===== src/rtl/idct_pkg.sv =====
// Shared constants, FSM state type, cosine table and output saturation for idct8_serial.
// Build option IDCT_LEVEL_SHIFT_EN: emit unsigned level-shifted pixels instead of signed samples.

package idct_pkg;

  localparam int COEF_W    = 8;
  localparam int FRAC_W    = 12;
  localparam int ACC_W     = 24;
  localparam int ROM_W     = 13;
  localparam int ROUND_K   = 2048;
  localparam int LEVEL_OFS = 128;

  typedef enum logic [1:0] {
    LOAD = 2'd0,
    MAC  = 2'd1,
    EMIT = 2'd2
  } state_t;

  // COS_ROM[{k,u}] = round(4096 * c(u)/2 * cos((2k+1)*u*pi/16)), c(0) = 1/sqrt(2)
  localparam logic signed [ROM_W-1:0] COS_ROM [64] = '{
    13'sd1448,  13'sd2009,  13'sd1892,  13'sd1703,  13'sd1448,  13'sd1138,  13'sd784,   13'sd400,
    13'sd1448,  13'sd1703,  13'sd784,  -13'sd400,  -13'sd1448, -13'sd2009, -13'sd1892, -13'sd1138,
    13'sd1448,  13'sd1138, -13'sd784,  -13'sd2009, -13'sd1448,  13'sd400,   13'sd1892,  13'sd1703,
    13'sd1448,  13'sd400,  -13'sd1892, -13'sd1138,  13'sd1448,  13'sd1703, -13'sd784,  -13'sd2009,
    13'sd1448, -13'sd400,  -13'sd1892,  13'sd1138,  13'sd1448, -13'sd1703, -13'sd784,   13'sd2009,
    13'sd1448, -13'sd1138, -13'sd784,   13'sd2009, -13'sd1448, -13'sd400,   13'sd1892, -13'sd1703,
    13'sd1448, -13'sd1703,  13'sd784,   13'sd400,  -13'sd1448,  13'sd2009, -13'sd1892,  13'sd1138,
    13'sd1448, -13'sd2009,  13'sd1892, -13'sd1703,  13'sd1448, -13'sd1138,  13'sd784,  -13'sd400
  };

  // Round the Q12 accumulator to an integer sample and clamp it to the 8-bit output range.
  function automatic logic [7:0] pix_sat(input logic signed [ACC_W-1:0] acc);
    logic signed [ACC_W-1:0] r;
    logic signed [ACC_W-1:0] lo;
    logic signed [ACC_W-1:0] hi;
    r = (acc + ACC_W'(ROUND_K)) >>> FRAC_W;
`ifdef IDCT_LEVEL_SHIFT_EN
    r  = r + ACC_W'(LEVEL_OFS);
    lo = '0;
    hi = ACC_W'(2 * LEVEL_OFS - 1);
`else
    lo = ACC_W'(-LEVEL_OFS);
    hi = ACC_W'(LEVEL_OFS - 1);
`endif
    if (r < lo) r = lo;
    else if (r > hi) r = hi;
    return r[7:0];
  endfunction

endpackage


===== src/rtl/idct8_serial_rom.sv =====
// Combinational cosine constant lookup addressed by {k,u}.

module idct_cos_rom
  import idct_pkg::*;
(
  input  logic        [5:0]       addr_i,
  output logic signed [ROM_W-1:0] coef_o
);

  assign coef_o = COS_ROM[addr_i];

endmodule


===== src/rtl/idct8_serial.sv =====
// Serial 8-point 1-D IDCT: loads 8 coefficients, runs 8 MAC cycles per output sample.
// Build option IDCT_LEVEL_SHIFT_EN: output pixels are level-shifted to 0..255.

module idct8_serial
  import idct_pkg::*;
(
  input  logic              clk,
  input  logic              rst,
  input  logic              in_valid,
  output logic              in_ready,
  input  logic [COEF_W-1:0] in_coef,
  output logic              out_valid,
  input  logic              out_ready,
  output logic [7:0]        out_pix,
  output logic              out_last,
  output logic [1:0]        dbg_state_o
);

  // Stream handshakes: a beat moves on a rising edge where valid && ready; a source
  // holds valid and data stable until accepted, and ready never depends on valid.

  state_t state_q, state_d;
  logic [2:0] u_q, u_d;
  logic [2:0] k_q, k_d;
  logic signed [ACC_W-1:0] acc_q, acc_d;
  logic out_valid_q, out_valid_d;
  logic out_last_q, out_last_d;
  logic [7:0] out_pix_q, out_pix_d;
  logic signed [COEF_W-1:0] coef_buf_q [8];
  logic signed [ROM_W-1:0] rom_val;
  logic signed [ACC_W-1:0] coef_ext, rom_ext, prod;
  logic in_fire, out_fire, buf_we;

  idct_cos_rom u_rom (
    .addr_i ({k_q, u_q}),
    .coef_o (rom_val)
  );

  assign coef_ext = ACC_W'(coef_buf_q[u_q]);
  assign rom_ext  = ACC_W'(rom_val);
  assign prod     = coef_ext * rom_ext;

  assign in_ready    = (state_q == LOAD) && !rst;
  assign in_fire     = in_valid && in_ready;
  assign out_fire    = out_valid_q && out_ready;
  assign out_valid   = out_valid_q;
  assign out_pix     = out_pix_q;
  assign out_last    = out_last_q;
  assign dbg_state_o = state_q;

  always_comb begin
    state_d     = state_q;
    u_d         = u_q;
    k_d         = k_q;
    acc_d       = acc_q;
    out_valid_d = out_valid_q;
    out_last_d  = out_last_q;
    out_pix_d   = out_pix_q;
    buf_we      = 1'b0;
    case (state_q)
      LOAD: begin
        if (in_fire) begin
          buf_we = 1'b1;
          u_d    = u_q + 3'd1;
          if (u_q == 3'd7) begin
            state_d = MAC;
            k_d     = 3'd0;
            acc_d   = '0;
          end
        end
      end
      MAC: begin
        acc_d = acc_q + prod;
        u_d   = u_q + 3'd1;
        if (u_q == 3'd7) begin
          state_d     = EMIT;
          out_valid_d = 1'b1;
          out_pix_d   = pix_sat(acc_d);
          out_last_d  = (k_q == 3'd7);
        end
      end
      EMIT: begin
        // Outputs stay frozen until the sample is accepted.
        if (out_fire) begin
          out_valid_d = 1'b0;
          out_last_d  = 1'b0;
          k_d         = k_q + 3'd1;
          u_d         = 3'd0;
          acc_d       = '0;
          state_d     = (k_q == 3'd7) ? LOAD : MAC;
        end
      end
      default: state_d = LOAD;
    endcase
  end

  always_ff @(posedge clk) begin
    if (rst) begin
      state_q     <= LOAD;
      u_q         <= 3'd0;
      k_q         <= 3'd0;
      acc_q       <= '0;
      out_valid_q <= 1'b0;
      out_last_q  <= 1'b0;
      out_pix_q   <= 8'd0;
    end else begin
      state_q     <= state_d;
      u_q         <= u_d;
      k_q         <= k_d;
      acc_q       <= acc_d;
      out_valid_q <= out_valid_d;
      out_last_q  <= out_last_d;
      out_pix_q   <= out_pix_d;
    end
  end

  // The coefficient buffer is plain storage; a partial row left in it is simply overwritten.
  always_ff @(posedge clk) begin
    if (buf_we) coef_buf_q[u_q] <= in_coef;
  end

endmodule


===== config.mk =====
export PLATFORM = sky130hd
export DESIGN_NAME = idct8_serial
export DESIGN_NICKNAME = d
export VERILOG_FILES = /design/src/rtl/idct_pkg.sv /design/src/rtl/idct8_serial_rom.sv /design/src/rtl/idct8_serial.sv
export SDC_FILE = /design/constraint.sdc
export NUM_CORES = 1
export LEC_CHECK = 0
export ABC_CLOCK_PERIOD_IN_PS = 10500
export BUFFER_PORTS_ARGS = -buffer_cell sky130_fd_sc_hd__buf_4
export CAP_MARGIN = 40
export CELL_PAD_IN_SITES_DETAIL_PLACEMENT = 1
export CELL_PAD_IN_SITES_GLOBAL_PLACEMENT = 1
export CORE_MARGIN = 2
export CORE_UTILIZATION = 40
export CTS_BUF_LIST = sky130_fd_sc_hd__clkbuf_4 sky130_fd_sc_hd__clkbuf_8
export DETAILED_ROUTE_END_ITERATION = 8
export GPL_TIMING_DRIVEN = 0
export HOLD_SLACK_MARGIN = 0.12
export PLACE_DENSITY_LB_ADDON = 0.1
export SLEW_MARGIN = 40
export SYNTH_ARGS = -nofsm -noshare
export SYNTH_HDL_FRONTEND = slang
export SYNTH_HIERARCHICAL = 1
export SYNTH_SLANG_ARGS = --single-unit
export TNS_END_PERCENT = 100

===== constraint.sdc =====
create_clock -name clk -period 10.5 [get_ports clk]
set_input_delay 1.05 -clock clk [delete_from_list [all_inputs] [get_ports clk]]
set_output_delay 1.05 -clock clk [all_outputs]
set_load 0.02 [all_outputs]

==> out/metrics.csv <==
stage;metric;value;unit
timing;normalized max-slew margin;43.46;%
global_route;Overflow after GRT;0;
synthesis;most common cell in the synthesized netlist;fa_1;
synthesis;asr flop ratio synth;0;%
clock_tree;Clock Tree Buf Depth;2;
synthesis;syn_nets;1283;
global_route;first-pass GRT wire length;50.50;mm
worst_setup_path;Req. time, crit path;10800;ps
final_layout;Area Growth Syn to Fin;8.113;%
worst_setup_path;Worst EP arrival;10180;ps
placed_design;port bufs;24;
clock_tree;Worst-Skew Late Latency;430;ps
floorplan;Starting Density;40.68;%
clock_tree;Sinks on Clock Net;109;
timing;skew final;33.29;ps
worst_setup_path;crit-path leading delay family;adder cells;
final_layout;Cell Count, Final, Fillers Out;1459;
power;P per Cell Area;206.7;nW/um^2
worst_setup_path;CP max stage delay;830;ps
synthesis;synthesized area;10930;um^2
synthesis;Synth area leaders;fa_1, edfxtp_1, ha_1;
global_route;initial antenna violation count;0;
worst_hold_path;Cells on Worst Hold Path;2;
drt;initial DRC count;386;
final_layout;# diodes;0;
placed_design;DP HPWL;24.16;mm
clock_tree;CTS tree;done;
timing;Least-Margin Pin Slew;824.5;ps
global_route;aggregate global-route resource usage;22.92;%
clock_tree;Worst-path clk slew;130;ps
worst_setup_path;Worst R2R Path Depth;29;
worst_setup_path;startpoint types;flip-flop;
global_route;met1 usage;31.82;%
drt;drt drc;0;
clock_tree;Root Buffer;clkbuf_8;
synthesis;Synth top area share;21.79;%
synthesis;Avg Cell Area, Syn;10.15;um^2
synthesis;leading area contributor after synthesis;fa_1;
worst_setup_path;worst setup path class;reg -> reg;
drt;WL per Instance;21.31;um
floorplan;row count;60;
final_layout;final net count;1319;
timing;Tmin final;9886;ps
floorplan;Core Footprint;26880;um^2
floorplan;die area;28670;um^2
power;maximum vdd ir drop;0.2017;mV
drt;Routed WL;31.10;mm
synthesis;Post-synth top cells;fa_1, inv_1, nor2_1;
timing;setup TNS;0;ps
timing;final hold vios;0;
worst_setup_path;Slowest cell on crit path;dfxtp_1;
global_route;routing usage on met3;1.982;%
floorplan;die width;169.3;um
job;max_cap viols;0;
global_route;vias in the first global route;8857;
timing;final period utilization;94.15;%
synthesis;EDFF count, synth;64;
drt;Antenna Nets Post-Route;0;
synthesis;ys flop type;edfxtp_1;
clock_tree;Num CTS Buffers;9;
placed_design;Placer Congestion;0.8979;
worst_hold_path;HP Class;reg -> reg;
timing;Fmax achieved;101.2;MHz
clock_tree;Setup Buffers After CTS;0;
clock_tree;H-Tree Depth;3;
timing;Slew Limit Fails;0;
power;static leakage;4.853;nW
worst_setup_path;WP depth;29;
timing;RSZ-0062 raised after global routing;false;
worst_setup_path;maximum fanout along the worst path;14;
global_route;GRT met2 Usage;39.02;%
synthesis;Ys Warns;6;
synthesis;Seq/Total Area, Yosys;25.82;%
timing;Final setup viols;0;
drt;vias;8245;
status;status;finished clean;
final_layout;share of cells above drive strength 1;11.54;%
placed_design;dpl cells;1443;
worst_setup_path;worst path bufs/invs;8;
global_route;GRT busiest layer;met2;
global_route;largest net degree at the start of global routing;24;
worst_setup_path;Worst setup EP type;flip-flop;
synthesis;post-synthesis cell type count;83;
synthesis;Synth Register Bits;109;
drt;TritonRoute pass-1 iters;5;
synthesis;cell count after synthesis;1077;
floorplan;# IOs;25;
drt;via/cell ratio;5.651;
worst_setup_path;Worst path most repeated cell;fa_1;
floorplan;Die Height;169.3;um
## where the power goes
group	total (W)	switching (W)	internal [W]
Combinational	0.00168	0.00104	0.000646
Clock	0.000303	0.000204	0.0000993
Sequential	0.000457	0.00000267	0.000455
Total	0.00244	0.00124	0.00120
## state kept, by name (all words and copies together), names as in the netlist, named ones only
| signal | flops |
|---|---|
| out_last | 1 |
| u_q | 3 |
| coef_buf_q | 64 |
| dbg_state_o | 2 |
| acc_q | 24 |
| out_valid | 1 |
| k_q | 3 |
| out_pix | 8 |
## stage by stage
step | total power, W | area [um^2] | setup WS [ps] | hold slack, ps | utilization, %
finish | 0.002444 | 11820 | 614.5 | 469.8 | 43.99
global placement | 0.002124 | 11540 | 271.8 | 444.7 | 42.94
detailed placement | 0.002135 | 11590 | 487.2 | 447.5 | 43.12
floorplan | 0.001695 | 10930 | 2104 | 453.8 | -
CTS | 0.002448 | 11800 | 404.2 | 472.7 | 43.92
global route | 0.002674 | 11820 | 38.30 | 490.9 | 43.99
## kinds of logic after synthesis
logic type | after synthesis | share of synthesized area, %
buf+inv | 171 | 6.740
xor+xnor | 24 | 1.922
fa+ha+maj | 194 | 30.37
mux | 39 | 6.053
flops | 109 | 25.82
compound gates | 214 | 14.01
simple gates | 326 | 15.09
## per-layer routing
metal | share of wire (%) | up-vias
met5 | 0 | -
met4 | 1.6 | 0
met3 | 2.6 | 29
met2 | 49 | 127
met1 | 47 | 4282
li1 | - | 3807
## layout make-up
cell class                      instances  area, um^2
Buffer                                 55       302.8
Clock buffer                            9       123.9
Clock inverter                          7       88.84
Fill cell                            3077       15050
Inverter                              116       435.4
Multi-Input combinational cell        797        7433
Sequential cell                       109        2823
Tap cell                              341       426.7
Timing Repair Buffer                   25       187.7
## cell usage in the layout (no fill, tap or decap), drive strengths merged, types with 14 or more instances in the layout
| cell type | count |
|---|---|
| inv | 121 |
| fa | 119 |
| nor2 | 92 |
| ha | 75 |
| nand2 | 70 |
| nor2b | 64 |
| edfxtp | 64 |
| a21oi | 56 |
| buf | 54 |
| dfxtp | 45 |
| clkbuf | 35 |
| o21ai | 27 |
| a22oi | 24 |
| mux4 | 21 |
| nor3 | 21 |
| nand2b | 20 |
| a31oi | 15 |
| xnor2 | 15 |
| a211oi | 15 |
| mux2i | 14 |
## final timing paths
check                                start          to  slack, ps
worst max-delay path                u_q[1]  out_pix[3]        610
worst min-delay path            out_pix[2]  out_pix[2]        470
worst max register to register      u_q[1]  out_pix[3]        610
worst min register to register  out_pix[2]  out_pix[2]        470
## worst register-to-register path, delay by kind of cell, from the launching register on
kind	cells	cell delay, ps
DFF	1	830
buffers and inverters	8	1620
xor gates and xnor gates	1	390
and+or+nand+nor	5	1970
adders and majority gates	7	3020
AOI/OAI and AO/OA	8	1960
## timing repair
| action | in CTS | in global routing |
|---|---|---|
| hold endpoints to repair | 0 | 0 |
| setup endpoints to repair | 0 | 7 |
| resized for setup | 0 | 1 |
| hold buffers | 0 | 0 |
Note: power is estimated with default switching activity, not from simulation.
